[src/rtl/alu_seq_pkg.sv]
// Shared constants and state encoding for the ALU command sequencer.
package alu_seq_pkg;

  localparam logic [1:0] OP_LOAD = 2'b00;
  localparam logic [1:0] OP_ADD  = 2'b01;
  localparam logic [1:0] OP_ADC  = 2'b10;
  localparam logic [1:0] OP_SUB  = 2'b11;

  localparam logic [15:0] IDLE_A = 16'hFFFF;
  localparam logic [15:0] IDLE_B = 16'h0000;

  typedef enum logic [0:0] {
    StEmpty,
    StFull
  } seq_state_e;

endpackage

[src/rtl/alu_seq_regfile.sv]
// Register file: async-low reset, two combinational read ports, one synchronous write port.
module alu_seq_regfile
  import alu_seq_pkg::*;
#(
  parameter int unsigned NRegs = 8,
  parameter int unsigned Width = 16,
  localparam int unsigned AddrW = $clog2(NRegs)
) (
  input  logic             clk_i,
  input  logic             rst_ni,
  input  logic             we_i,
  input  logic [AddrW-1:0] waddr_i,
  input  logic [Width-1:0] wdata_i,
  input  logic [AddrW-1:0] raddr_a_i,
  input  logic [AddrW-1:0] raddr_b_i,
  output logic [Width-1:0] rdata_a_o,
  output logic [Width-1:0] rdata_b_o
);

  logic [Width-1:0] rf_q [NRegs];
  logic [Width-1:0] rf_d [NRegs];

  always_comb begin
    rf_d = rf_q;
    if (we_i) begin
      rf_d[waddr_i] = wdata_i;
    end
  end

  always_ff @(posedge clk_i or negedge rst_ni) begin
    if (!rst_ni) begin
      for (int i = 0; i < int'(NRegs); i++) begin
        rf_q[i] <= '0;
      end
    end else begin
      rf_q <= rf_d;
    end
  end

  assign rdata_a_o = rf_q[raddr_a_i];
  assign rdata_b_o = rf_q[raddr_b_i];

endmodule

[src/rtl/alu_cmd_sequencer.sv]
// Command sequencer for the 16-bit AU: register-file operand fetch, writeback and result port.
// Optional accepted-command counter output enabled by ALU_SEQ_CMD_COUNT_EN.
module alu_cmd_sequencer
  import alu_seq_pkg::*;
#(
  parameter int unsigned NREGS = 8,
  parameter int unsigned WIDTH = 16,
  localparam int unsigned AW = $clog2(NREGS)
) (
  input  logic             iClock,
  input  logic             iReset,
  input  logic             iCmdValid,
  output logic             oCmdReady,
  input  logic [1:0]       iCmdOp,
  input  logic [AW-1:0]    iCmdDst,
  input  logic [AW-1:0]    iCmdSrcA,
  input  logic [AW-1:0]    iCmdSrcB,
  input  logic [WIDTH-1:0] iCmdImm,
  output logic [WIDTH-1:0] oPortA,
  output logic [WIDTH-1:0] oPortB,
  output logic [1:0]       oOpcode,
  input  logic [WIDTH-1:0] iAccumulator,
  input  logic             iCarryFlag,
  input  logic             iZeroFlag,
  output logic             oResValid,
  input  logic             iResReady,
  output logic [WIDTH-1:0] oResData,
  output logic [AW-1:0]    oResDst,
  output logic             oResZero,
  output logic             oResCarry
`ifdef ALU_SEQ_CMD_COUNT_EN
  ,
  output logic [15:0]      oCmdCount
`endif
);

  seq_state_e       state_q, state_d;
  logic             accept;
  logic             is_load;
  logic [WIDTH-1:0] rd_a, rd_b;
  logic [WIDTH-1:0] wr_data;
  logic             wr_zero;

  logic [WIDTH-1:0] res_data_q, res_data_d;
  logic [AW-1:0]    res_dst_q, res_dst_d;
  logic             res_zero_q, res_zero_d;

  assign oCmdReady = (state_q == StEmpty) | iResReady;
  assign accept    = iCmdValid & oCmdReady;
  assign is_load   = (iCmdOp == OP_LOAD);

  alu_seq_regfile #(
    .NRegs (NREGS),
    .Width (WIDTH)
  ) u_regfile (
    .clk_i     (iClock),
    .rst_ni    (iReset),
    .we_i      (accept),
    .waddr_i   (iCmdDst),
    .wdata_i   (wr_data),
    .raddr_a_i (iCmdSrcA),
    .raddr_b_i (iCmdSrcB),
    .rdata_a_o (rd_a),
    .rdata_b_o (rd_b)
  );

  // Idle stimulus makes the AU compute FFFF+cin, so its carry flop holds its value.
  always_comb begin
    oPortA  = WIDTH'(IDLE_A);
    oPortB  = WIDTH'(IDLE_B);
    oOpcode = OP_ADC;
    if (accept && !is_load) begin
      oPortA  = rd_a;
      oPortB  = rd_b;
      oOpcode = iCmdOp;
    end
  end

  assign wr_data = is_load ? iCmdImm : iAccumulator;
  assign wr_zero = is_load ? (iCmdImm == '0) : iZeroFlag;

  always_comb begin
    state_d    = state_q;
    res_data_d = res_data_q;
    res_dst_d  = res_dst_q;
    res_zero_d = res_zero_q;
    case (state_q)
      StEmpty: if (accept) state_d = StFull;
      StFull:  if (iResReady && !accept) state_d = StEmpty;
      default: state_d = StEmpty;
    endcase
    if (accept) begin
      res_data_d = wr_data;
      res_dst_d  = iCmdDst;
      res_zero_d = wr_zero;
    end
  end

  always_ff @(posedge iClock or negedge iReset) begin
    if (!iReset) begin
      state_q    <= StEmpty;
      res_data_q <= '0;
      res_dst_q  <= '0;
      res_zero_q <= 1'b0;
    end else begin
      state_q    <= state_d;
      res_data_q <= res_data_d;
      res_dst_q  <= res_dst_d;
      res_zero_q <= res_zero_d;
    end
  end

  assign oResValid = (state_q == StFull);
  assign oResData  = res_data_q;
  assign oResDst   = res_dst_q;
  assign oResZero  = res_zero_q;
  // The AU carry flop serves as the result carry register; it only changes on execute edges.
  assign oResCarry = oResValid & iCarryFlag;

`ifdef ALU_SEQ_CMD_COUNT_EN
  logic [15:0] cmd_count_q, cmd_count_d;

  always_comb begin
    cmd_count_d = cmd_count_q;
    if (accept) begin
      cmd_count_d = cmd_count_q + 16'd1;
    end
  end

  always_ff @(posedge iClock or negedge iReset) begin
    if (!iReset) begin
      cmd_count_q <= '0;
    end else begin
      cmd_count_q <= cmd_count_d;
    end
  end

  assign oCmdCount = cmd_count_q;
`endif

endmodule

[config.mk]
export PLATFORM = sky130hd
export DESIGN_NAME = alu_cmd_sequencer
export DESIGN_NICKNAME = d
export VERILOG_FILES = /design/src/rtl/alu_seq_pkg.sv /design/src/rtl/alu_seq_regfile.sv /design/src/rtl/alu_cmd_sequencer.sv
export SDC_FILE = /design/constraint.sdc
export NUM_CORES = 1
export LEC_CHECK = 0
export ABC_AREA = 1
export BUFFER_PORTS_ARGS = -buffer_cell sky130_fd_sc_hd__buf_2
export CORE_MARGIN = 1
export CORE_UTILIZATION = 39
export CTS_BUF_LIST = sky130_fd_sc_hd__clkbuf_16
export DETAILED_ROUTE_END_ITERATION = 7
export PLACE_DENSITY = 0.56
export SLEW_MARGIN = 40
export SYNTH_ARGS = -nofsm -noshare
export SYNTH_HDL_FRONTEND = slang
export SYNTH_SLANG_ARGS = --single-unit
export TNS_END_PERCENT = 5
[constraint.sdc]
create_clock -name iClock -period 1.7 [get_ports iClock]
set_input_delay 0.34 -clock iClock [delete_from_list [all_inputs] [get_ports iClock]]
set_output_delay 0.34 -clock iClock [all_outputs]
set_load 0.01 [all_outputs]
==> key figures, run 1 <==
Global routing
  – Met2 Use GR: about two fifths
  – First-pass GRT wire length: about 44 mm
  – GR Overflow Total: 0
  – Initial antenna violation count: 0
  – Largest net degree at the start of global routing: 45
  – Met1 Track Usage GR: 34.5%
  – Most used routing layer: met2
  – GRT Overall Usage: 25.7%
  – Met3 Resource Use GR: 5.45%
  – Vias in the first global route: between 7,000 and 8,000

Floorplanning
  – Starting Density: between 30% and 40%
  – Num ports: 106
  – Core box area: ~22,000 um2
  – Row cnt: 54
  – Die area: 23,000 um2
  – Die width: roughly 150 um
  – Die Span Y: approximately 150 um

Logic synthesis
  – Synth cell types: 29
  – Cell area after synthesis: 8730 um2
  – Post-synth top area cell: dfrtp_1
  – Post-synth ARST share: 100%
  – Synthesized Nets: about 1,200
  – Synthesis Warnings: 0
  – Register area share after synthesis: roughly 43%
  – Synthesized instance count: between 1,000 and 1,500
  – EDFF count, synth: 0
  – Syn avg cell area: about 7.4 um2
  – Seq cells post-synth: 149
  – Yosys top cell area share: 42.7%
  – Main flop type after synthesis: dfrtp_1
  – Top cells by area, synth: dfrtp_1 (43%), nand2_1 (14%), o21ai_0 (7.0%), inv_1 (6.5%), nand3_1 (5.5%)

Drt
  – Routed vias: about 8,000
  – Drt pass-1 iters: 7
  – Overall routed net length: roughly 28 mm
  – Residual DRC: 0
  – Initial DRC Count: 634
  – Routed length per instance: ~18 um
  – Via/cell ratio: roughly 5.2
  – Remaining antenna violation count: 0

Timing
  – Tmin final: around 2.1 ns
  – Setup TNS: -12.96 ns
  – Tcrit/Tclk final: 126%
  – Final setup fails: 73
  – Rel. slew slack: 63.4%
  – Least-Margin Pin Slew: ~0.55 ns
  – Final-report hold violation count: 0
  – Hold slack: ~0.13 ns
  – Slew Viols, Final: 0
  – Final worst slack: -0.437 ns
  – RSZ-0062 raised after global routing: yes
  – Achievable frequency: roughly 0.47 GHz
  – Clk_skew: approximately 0.0093 ns

CTS
  – H-tree levels: 4
  – Clock root cell: clkbuf_16
  – CTS Sinks: 149
  – CTS buffer count: 17
  – CTS tree: done
  – Clk pin slew, worst setup/hold paths: about 0.070 ns
  – CTS Buffer Depth: 2
  – Clk Latency, worst-skew pair: between 0.4 and 0.5 ns

Worst setup path
  – Critical-path top delay cell: dfrtp_1
  – Crit. End Element: primary output
  – Required time of the worst setup path: between 1 and 1.5 ns
  – Critical Path Start: oResValid
  – Critical-path maximum fanout: 7
  – CP Data Arrival Time: roughly 1.8 ns
  – WP buf/inv: 3
  – Worst R2R Start: oResValid
  – Kind of critical path: reg2out
  – CP peak stage delay: roughly 0.39 ns
  – Delay-heaviest family, CP: simple AND/OR/NAND/NOR gates
  – CP startpoint kind: flop
  – Worst-path cell chain: nand2_2 -> nand2_4 -> nor2_4 -> buf_12 -> buf_16 -> nand2_2 -> nor2_4 -> buf_6

Placement
  – Post-Place Worst Slack: -0.0803 ns
  – PortBufs: approximately 110
  – Placer Congestion: roughly 0.80
  – Detailed placement HPWL: 18.5 mm

Pwr
  – Lkg Pwr: ~5.2 nW
  – Worst vdd ir: 645 uV
  – Pwr/cell area: between 1000 and 1500 nW/um2

Finish
  – Area Growth Syn to Fin: 23.4%
  – Final #Nets: about 1,300
  – Antenna Cells: 0
  – Layout cells sized above 1: about a fifth
  – Most frequent cells in the layout: nand2_1 (311), inv_1 (153), dfrtp_1 (149)
  – Commonest non-fill, non-tap cell in the layout: nand2_1

Outcome
  – Failing checks: negative setup slack
  – Outcome: finished, violations left

Worst hold path
  – Hold Startpoint: iZeroFlag
  – Min-Delay Path Class: in2reg

Flow run
  – Max Cap Viol: 0
## Yosys cell counts, types with 2 or more instances
| master | number |
|---|---|
| nand2_2 | 3 |
| inv_1 | 152 |
| buf_6 | 18 |
| nand4_1 | 3 |
| nand3_1 | 96 |
| o21ai_0 | 122 |
| dfrtp_1 | 149 |
| nand2_8 | 2 |
| inv_2 | 2 |
| nand2_1 | 316 |
| o211ai_1 | 19 |
| a31oi_1 | 3 |
| o21ai_4 | 13 |
| buf_2 | 29 |
| nor2_1 | 37 |
| a21oi_1 | 78 |
| nor2_8 | 8 |
| buf_4 | 11 |
| buf_1 | 2 |
| o21ai_1 | 85 |
| clkbuf_1 | 21 |
## logic make-up after synthesis
group | count (synthesis) | synth area share, %
buffers and inverters | 237 | 12.7
AOI/OAI and AO/OA | 321 | 20.7
DFF | 149 | 42.7
and+or+nand+nor | 470 | 23.9
## path summary, 6_finish.rpt
check	to	slack, ns	cells after the start
setup / recovery	oPortB[0]	-0.44	8
hold / removal	oResZero	0.13	3
setup reg to reg	u_regfile.rf_q[127]	-0.06	8
hold reg to reg	oResData[13]	0.48	2
max in group asynchronous	u_regfile.rf_q[65]	0.81	3
min in group asynchronous	u_regfile.rf_q[114]	0.37	2
## final cells by class
type                    count  area (um2)
clock inverters            15         180
inverters                 156         593
well taps                 280         350
fillers                  2184       11100
flip-flops and latches    149        3730
repair buffers            172        1470
multi-input cells         791        4030
clock buffers              17         425
## flip-flops by register name, indices dropped and copies added, names as in the netlist
signal          flops
u_regfile.rf_q    128
oResData           16
oResDst             3
oResValid           1
oResZero            1
## worst reg2reg max path, delay by kind of cell, from the launching register on
family / cells / cell delay [ns]
AOI/OAI and AO/OA: 1 / 0.17
and+or+nand+nor: 4 / 0.73
buffers and inverters: 3 / 0.32
DFF: 1 / 0.39
## where the power goes
part	leakage [nW]	internal (W)	total (W)	switching [W]
Clock	0.297	0.00232	0.00395	0.00163
Sequential	1.81	0.00437	0.00477	0.000393
Combinational	3.12	0.00112	0.00293	0.00181
## repair_timing
action	in CTS	in global routing
cloned	2	0
endpoints found under the hold margin	27	0
hold buffers	1	0
endpoints found under the setup margin	34	114
buffers inserted	4	2
gates resized for setup	39	14
pin swaps	20	18
## routing by layer
metal  part of all wire (%)  up-vias
met1                     44     3836
li1                       -     4016
met3                    7.7       47
met4                    2.4        0
met2                     46      347
met5                      0        -
## per-stage QoR
step,cells,power (W),util [%],area [um2]
after floorplan,1177,0.00659,-,8730
after global placement,1539,0.00754,44.9,9830
after detailed placement,1539,0.00758,44.9,9830
after CTS,1578,0.0116,48.9,10700
after global routing,1580,0.0123,49.2,10800
final,1580,0.0116,49.2,10800
No activity file was read; power rests on OpenSTA's default activity.
==> inputs of run 2 (changes only) <==
--- a/config.mk
+++ b/config.mk
@@ -11,7 +11,7 @@
 export CORE_UTILIZATION = 39
 export CTS_BUF_LIST = sky130_fd_sc_hd__clkbuf_16
 export DETAILED_ROUTE_END_ITERATION = 7
-export PLACE_DENSITY = 0.56
+export PLACE_DENSITY = 0.58
 export SLEW_MARGIN = 40
 export SYNTH_ARGS = -nofsm -noshare
 export SYNTH_HDL_FRONTEND = slang
==> constraint.sdc (replaced) <==
create_clock -name iClock -period 1.95 [get_ports iClock]
set_input_delay 0.39 -clock iClock [delete_from_list [all_inputs] [get_ports iClock]]
set_output_delay 0.39 -clock iClock [all_outputs]
set_load 0.01 [all_outputs]
==> run 2 against run 1 <==
Against the previous run:
- the run still ends with negative setup slack left
- setup slack gained 0.23 ns
- clock power decreased by 14%
- routed wire length is 1.2% lower
- critical path type unchanged
- count of clock-buffer cells in the layout is the same
- combinational power down 14%
- hold slack better by 0.056 ns
- first-iteration DRC count grew 2.2%
- core utilization is 0.74 points lower
- flip-flop and latch count is the same
==> key figures, run 2 (synthesis results as in run 1) <==
Finish
  – Commonest non-fill, non-tap cell in the layout: nand2_1
  – Number of flip-flops under the largest register name: between 100 and 150
  – Antenna Cells: 0
  – Final #Nets: about 1,300
  – Most frequent cells in the layout: nand2_1 (315), inv_1 (154), dfrtp_1 (149)
  – Layout cells sized above 1: between 15 and 20%
  – Largest Register: u_regfile.rf_q
  – Area Growth Syn to Fin: 21.6%
  – Layout Utilization: approximately half
  – Post-route cell area: roughly 11,000 um2

Timing
  – Least-Margin Pin Slew: 0.527 ns
  – Clk_skew: between 0.007 and 0.008 ns
  – Achievable frequency: roughly 0.46 GHz
  – RSZ-0062 raised after global routing: yes
  – Tcrit/Tclk final: 111%
  – Setup TNS: -4.08 ns
  – Tmin final: 2.16 ns
  – Final worst slack: -0.209 ns
  – Hold slack: 0.182 ns
  – Slew Viols, Final: 0
  – Final-report hold violation count: 0
  – Final setup fails: 33
  – Rel. slew slack: between 60% and 70%

CTS
  – H-tree levels: 4
  – CTS Buffer Depth: 2
  – Clock root cell: clkbuf_16
  – CTS Sinks: 149
  – Clk pin slew, worst setup/hold paths: around 0.060 ns
  – CTS tree: done
  – Clk Latency, worst-skew pair: around 0.43 ns
  – CTS buffer count: 17

Drt
  – Met3 WL: around 1.8 mm
  – Met1 WL: 12.5 mm
  – Highest routed metal layer: met4
  – Initial DRC Count: approximately 650
  – Routed length per instance: ~18 um
  – Drt pass-1 iters: 5
  – Routed vias: between 8,000 and 9,000
  – Overall routed net length: approximately 28 mm
  – Met2 WL post-DR: about 13 mm
  – Remaining antenna violation count: 0
  – Residual DRC: 0
  – Via/cell ratio: ~5.2

Worst setup path
  – Worst-path cell chain: nand2_2 -> nand2_4 -> nor2_4 -> buf_12 -> buf_12 -> buf_6 -> nand2_2 -> nor2_2 -> buf_2
  – WP buf/inv: 4
  – Critical-path maximum fanout: 6
  – Crit. End Element: primary output
  – CP Data Arrival Time: roughly 1.8 ns
  – CP startpoint kind: flop
  – Delay-heaviest family, CP: buffers and inverters
  – Required time of the worst setup path: between 1.5 and 2 ns
  – Critical-path top delay cell: dfrtp_1
  – CP peak stage delay: between 0.3 and 0.4 ns
  – Kind of critical path: reg2out

Pwr
  – Worst vdd ir: around 390 uV
  – Pwr/cell area: approximately 950 nW/um2
  – Lkg Pwr: ~5.1 nW
  – Total Power: 0.0100 W

Global routing
  – Largest net degree at the start of global routing: 46
  – First-pass GRT wire length: 43.2 mm
  – Vias in the first global route: around 7,500
  – Initial antenna violation count: 0
  – GR Overflow Total: 0
  – GRT Overall Usage: about a quarter

Placement
  – Placer Congestion: 0.811
  – Placed Area: a little under 10,000 um2
  – Detailed placement HPWL: between 15 and 20 mm
  – PortBufs: 105

Worst hold path
  – Min-Delay Path Class: in2reg

Floorplanning
  – Die Span Y: 152 um
  – Num ports: ~110
  – Core box area: approximately 22,000 um2
  – Die width: roughly 150 um
  – Starting Density: 39.9%
  – Die area: ~23,000 um2
  – Row cnt: between 50 and 60

Outcome
  – Failing checks: negative setup slack
  – Outcome: finished, violations left

Flow run
  – Max Cap Viol: 0
run 2: cell count changes in the layout (fill, tap and decap cells not counted), moves of 3 or more:
cell      previous run  this run
buf_12              25        30
nor2_1              27        30
nand2_1            311       315
o21ai_0            119       122
clkinv_4             5         2
buf_4               38        15
o21ai_1             88        85
run 2: report_power, final:
part / switching, W / internal, W / total (W) / leakage [nW]
clock: 0.00138 / 0.00200 / 0.00338 / 0.289
sequential: 0.000339 / 0.00381 / 0.00415 / 1.81
combinational: 0.00157 / 0.000944 / 0.00251 / 3.03
run 2: layer usage:
metal,global-route usage (%),vias up
met5,0,-
met4,8.61,0
met3,4.40,38
met2,38.9,279
met1,35.2,3773
li1,-,3971
run 2: final timing paths:
kind	from	to	slack [ns]	depth (start not counted)
setup / recovery	oResValid	oPortB[14]	-0.21	9
hold / removal	iZeroFlag	oResZero	0.18	3
setup reg to reg	oResValid	u_regfile.rf_q[47]	0.22	8
hold reg to reg	oResData[4]	oResData[4]	0.48	2
max in group asynchronous	iReset	u_regfile.rf_q[18]	0.84	3
min in group asynchronous	iReset	u_regfile.rf_q[70]	0.46	2
run 2: tightest hold or removal path, cell delays in order:
cell and delay (ns):
buf_2 0.08, a22oi_1 0.06, nand2_1 0.05
run 2: final cells by class:
cell class	instances	area [um2]
Fill cell	2230	11300
Multi-Input combinational cell	791	3990
Sequential cell	149	3730
Timing Repair Buffer	152	1360
Inverter	156	591
Clock buffer	17	425
Tap cell	280	350
Clock inverter	15	165
run 2: what timing repair did:
item / CTS / global route
setup endpoints to repair: 34 / 34
pin swaps: 10 / 9
endpoints found under the hold margin: 38 / 0
cloned: 1 / 1
gates resized for setup: 20 / 22
hold buffers: 1 / 0
buffers inserted: 2 / 4
run 2: through the flow:
stage | std cells | setup slack (ns)
2_1_floorplan | 1177 | 0.304
5_1_grt | 1560 | -0.278
3_5_place_dp | 1520 | 0.0846
4_1_cts | 1556 | -0.249
3_3_place_gp | 1520 | 0.0656
6_report | 1560 | -0.209
==> inputs of run 3 (changes only) <==
--- a/config.mk
+++ b/config.mk
@@ -7,6 +7,7 @@
 export LEC_CHECK = 0
 export ABC_AREA = 1
 export BUFFER_PORTS_ARGS = -buffer_cell sky130_fd_sc_hd__buf_2
+export CORE_ASPECT_RATIO = 0.6
 export CORE_MARGIN = 1
 export CORE_UTILIZATION = 39
 export CTS_BUF_LIST = sky130_fd_sc_hd__clkbuf_16
==> run 3 against run 2 <==
Against the previous run:
- the run still ends with negative setup slack left
- cell count grew 0.58%
- combinational power grew 4%
- routed wire length grew 1.4%
- design area grew 1.6%
- register-to-register slack lost 0.05 ns
- clock power is essentially flat
- sequential power is essentially flat
- die area is essentially flat
- setup slack lost 0.028 ns
- hold slack gained 0.0030 ns
- fmax shrank 1.3%
- global-route usage grew 0.60 points
- critical endpoint is now oPortA[10]
- highest routed layer unchanged
==> key figures, run 3 (synthesis results as in run 1) <==
Outcome
  – Outcome: finished, violations left
  – Failing checks: negative setup slack

Drt
  – Via/cell ratio: 5.19
  – Initial DRC Count: between 800 and 900
  – Met2 WL post-DR: approximately 12 mm
  – Overall routed net length: about 28 mm
  – Highest routed metal layer: met4
  – Met3 WL: around 1.8 mm
  – Residual DRC: 0
  – Remaining antenna violation count: 0
  – Routed length per instance: about 18 um
  – Routed vias: between 8,000 and 9,000
  – Drt pass-1 iters: 5
  – Met1 WL: roughly 14 mm

Timing
  – Achievable frequency: roughly 0.46 GHz
  – Tmin final: approximately 2.2 ns
  – Final setup fails: 33
  – Hold slack: between 0.15 and 0.2 ns
  – Tcrit/Tclk final: 112%
  – RSZ-0062 raised after global routing: yes
  – Clk_skew: between 0.008 and 0.009 ns
  – Least-Margin Pin Slew: between 0.5 and 0.6 ns
  – Final-report hold violation count: 0
  – Rel. slew slack: a little under two thirds
  – Slew Viols, Final: 0
  – Final worst slack: -0.237 ns

Floorplanning
  – Core box area: 21,400 um2
  – Starting Density: just over 40%
  – Num ports: between 100 and 150
  – Die area: 23,000 um2
  – Die Span Y: roughly 120 um
  – Row cnt: 41
  – Die width: a little under 200 um

Worst setup path
  – CP startpoint kind: flop
  – CP Data Arrival Time: between 1.5 and 2 ns
  – Required time of the worst setup path: between 1.5 and 2 ns
  – Critical-path top delay cell: dfrtp_1
  – Top cell by count, worst path: buf_12
  – R2r worst-path depth: 8
  – Crit path depth: 8
  – Delay-heaviest family, CP: buffers and inverters
  – WP buf/inv: 4
  – Worst-path cell chain: nand2_2 -> nand2_4 -> nor2_4 -> buf_12 -> buf_16 -> buf_12 -> nand3_4 -> buf_6
  – Kind of critical path: reg2out
  – CP peak stage delay: between 0.3 and 0.4 ns
  – Crit. End Element: primary output
  – Critical-path maximum fanout: 5

Pwr
  – Worst vdd ir: 589 uV
  – Total Power: ~0.010 W
  – Pwr/cell area: around 940 nW/um2
  – Lkg Pwr: 5.18 nW

Finish
  – Antenna Cells: 0
  – Layout cells sized above 1: 19.9%
  – Layout Utilization: about half
  – Area Growth Syn to Fin: 23.6%
  – Post-route cell area: roughly 11,000 um2
  – Number of flip-flops under the largest register name: between 100 and 150
  – Most frequent cells in the layout: nand2_1 (306), inv_1 (151), dfrtp_1 (149)
  – Post-route insts no fill: 1,569
  – Commonest non-fill, non-tap cell in the layout: nand2_1
  – Fillers: around 2,100
  – Largest Register: u_regfile.rf_q
  – Final #Nets: about 1,300

Global routing
  – First-pass GRT wire length: between 40 and 50 mm
  – Largest net degree at the start of global routing: 56
  – GR Overflow Total: 0
  – Initial antenna violation count: 0
  – Vias in the first global route: between 7,000 and 8,000
  – GRT Overall Usage: approximately a quarter

CTS
  – Clk pin slew, worst setup/hold paths: ~0.060 ns
  – CTS buffer count: 17
  – Clock root cell: clkbuf_16
  – Clk Latency, worst-skew pair: between 0.4 and 0.5 ns
  – CTS Sinks: 149
  – H-tree levels: 4
  – CTS tree: done
  – CTS Buffer Depth: 2

Placement
  – Placed Instances: around 1,500
  – Detailed placement HPWL: 17.9 mm
  – PortBufs: between 100 and 150
  – Placed Area: 9750 um2
  – Placer Congestion: ~0.82

Flow run
  – Max Cap Viol: 0

Worst hold path
  – Min-Delay Path Class: in2reg
  – Worst hold stages: 3
run 3: cell types whose count changed in the layout (fill, tap and decap cells not counted), sizes merged:
cell / delta
buf: +11
clkinvlp: -1
clkinv: +4
inv: -3
clkbuf: -1
run 3: final cells by class:
| cell class | instances | area (um2) | share of cell area, % |
|---|---|---|---|
| Clock inverter | 15 | 164 | 1.52 |
| Sequential cell | 149 | 3730 | 34.6 |
| Timing Repair Buffer | 162 | 1430 | 13.3 |
| Clock buffer | 17 | 425 | 3.95 |
| Multi-Input combinational cell | 791 | 4090 | 38.0 |
| Inverter | 156 | 591 | 5.48 |
| Tap cell | 279 | 349 | 3.24 |
run 3: worst reg2reg max path, cell delays in order (launching register included):
cell	delay [ns]
dfrtp_1	0.39
nand2_2	0.11
nand2_4	0.06
buf_4	0.22
inv_6	0.13
nand2_8	0.11
nor2_8	0.45
nand2_1	0.13
o21ai_1	0.10
run 3: final timing paths:
check	slack (ns)	startpoint	end
setup / recovery	-0.24	oResValid	oPortA[10]
hold / removal	0.19	iCmdValid	oResValid
setup reg to reg	0.17	oResValid	u_regfile.rf_q[10]
hold reg to reg	0.49	oResData[10]	oResData[10]
max in group asynchronous	0.87	iReset	u_regfile.rf_q[59]
min in group asynchronous	0.43	iReset	u_regfile.rf_q[54]
run 3: metal layers:
| metal | vias to the layer above | GRT usage [%] |
|---|---|---|
| li1 | 3998 | - |
| met1 | 3843 | 39.3 |
| met2 | 282 | 36.7 |
| met3 | 25 | 4.93 |
| met4 | 0 | 6.55 |
| met5 | - | 0 |
run 3: power breakdown:
part	leakage [nW]	switching (W)	internal, W
sequential	1.81	0.000345	0.00381
clock	0.280	0.00137	0.00199
combinational	3.09	0.00161	0.000984
total	5.18	0.00333	0.00679
run 3: stage by stage:
step,worst slack (ns),setup TNS (ns)
after floorplan,0.304,0
after global placement,0.0227,0
after detailed placement,0.0133,0
after CTS,-0.271,-7.04
after global routing,-0.300,-8.17
final,-0.237,-5.63
run 3: timing repair:
item	in CTS	in global routing
gates resized for setup	64	11
hold buffers	1	0
buffers inserted	6	1
setup endpoints to repair	33	33
pin swaps	21	5
gates cloned	3	0
hold endpoints to repair	35	0
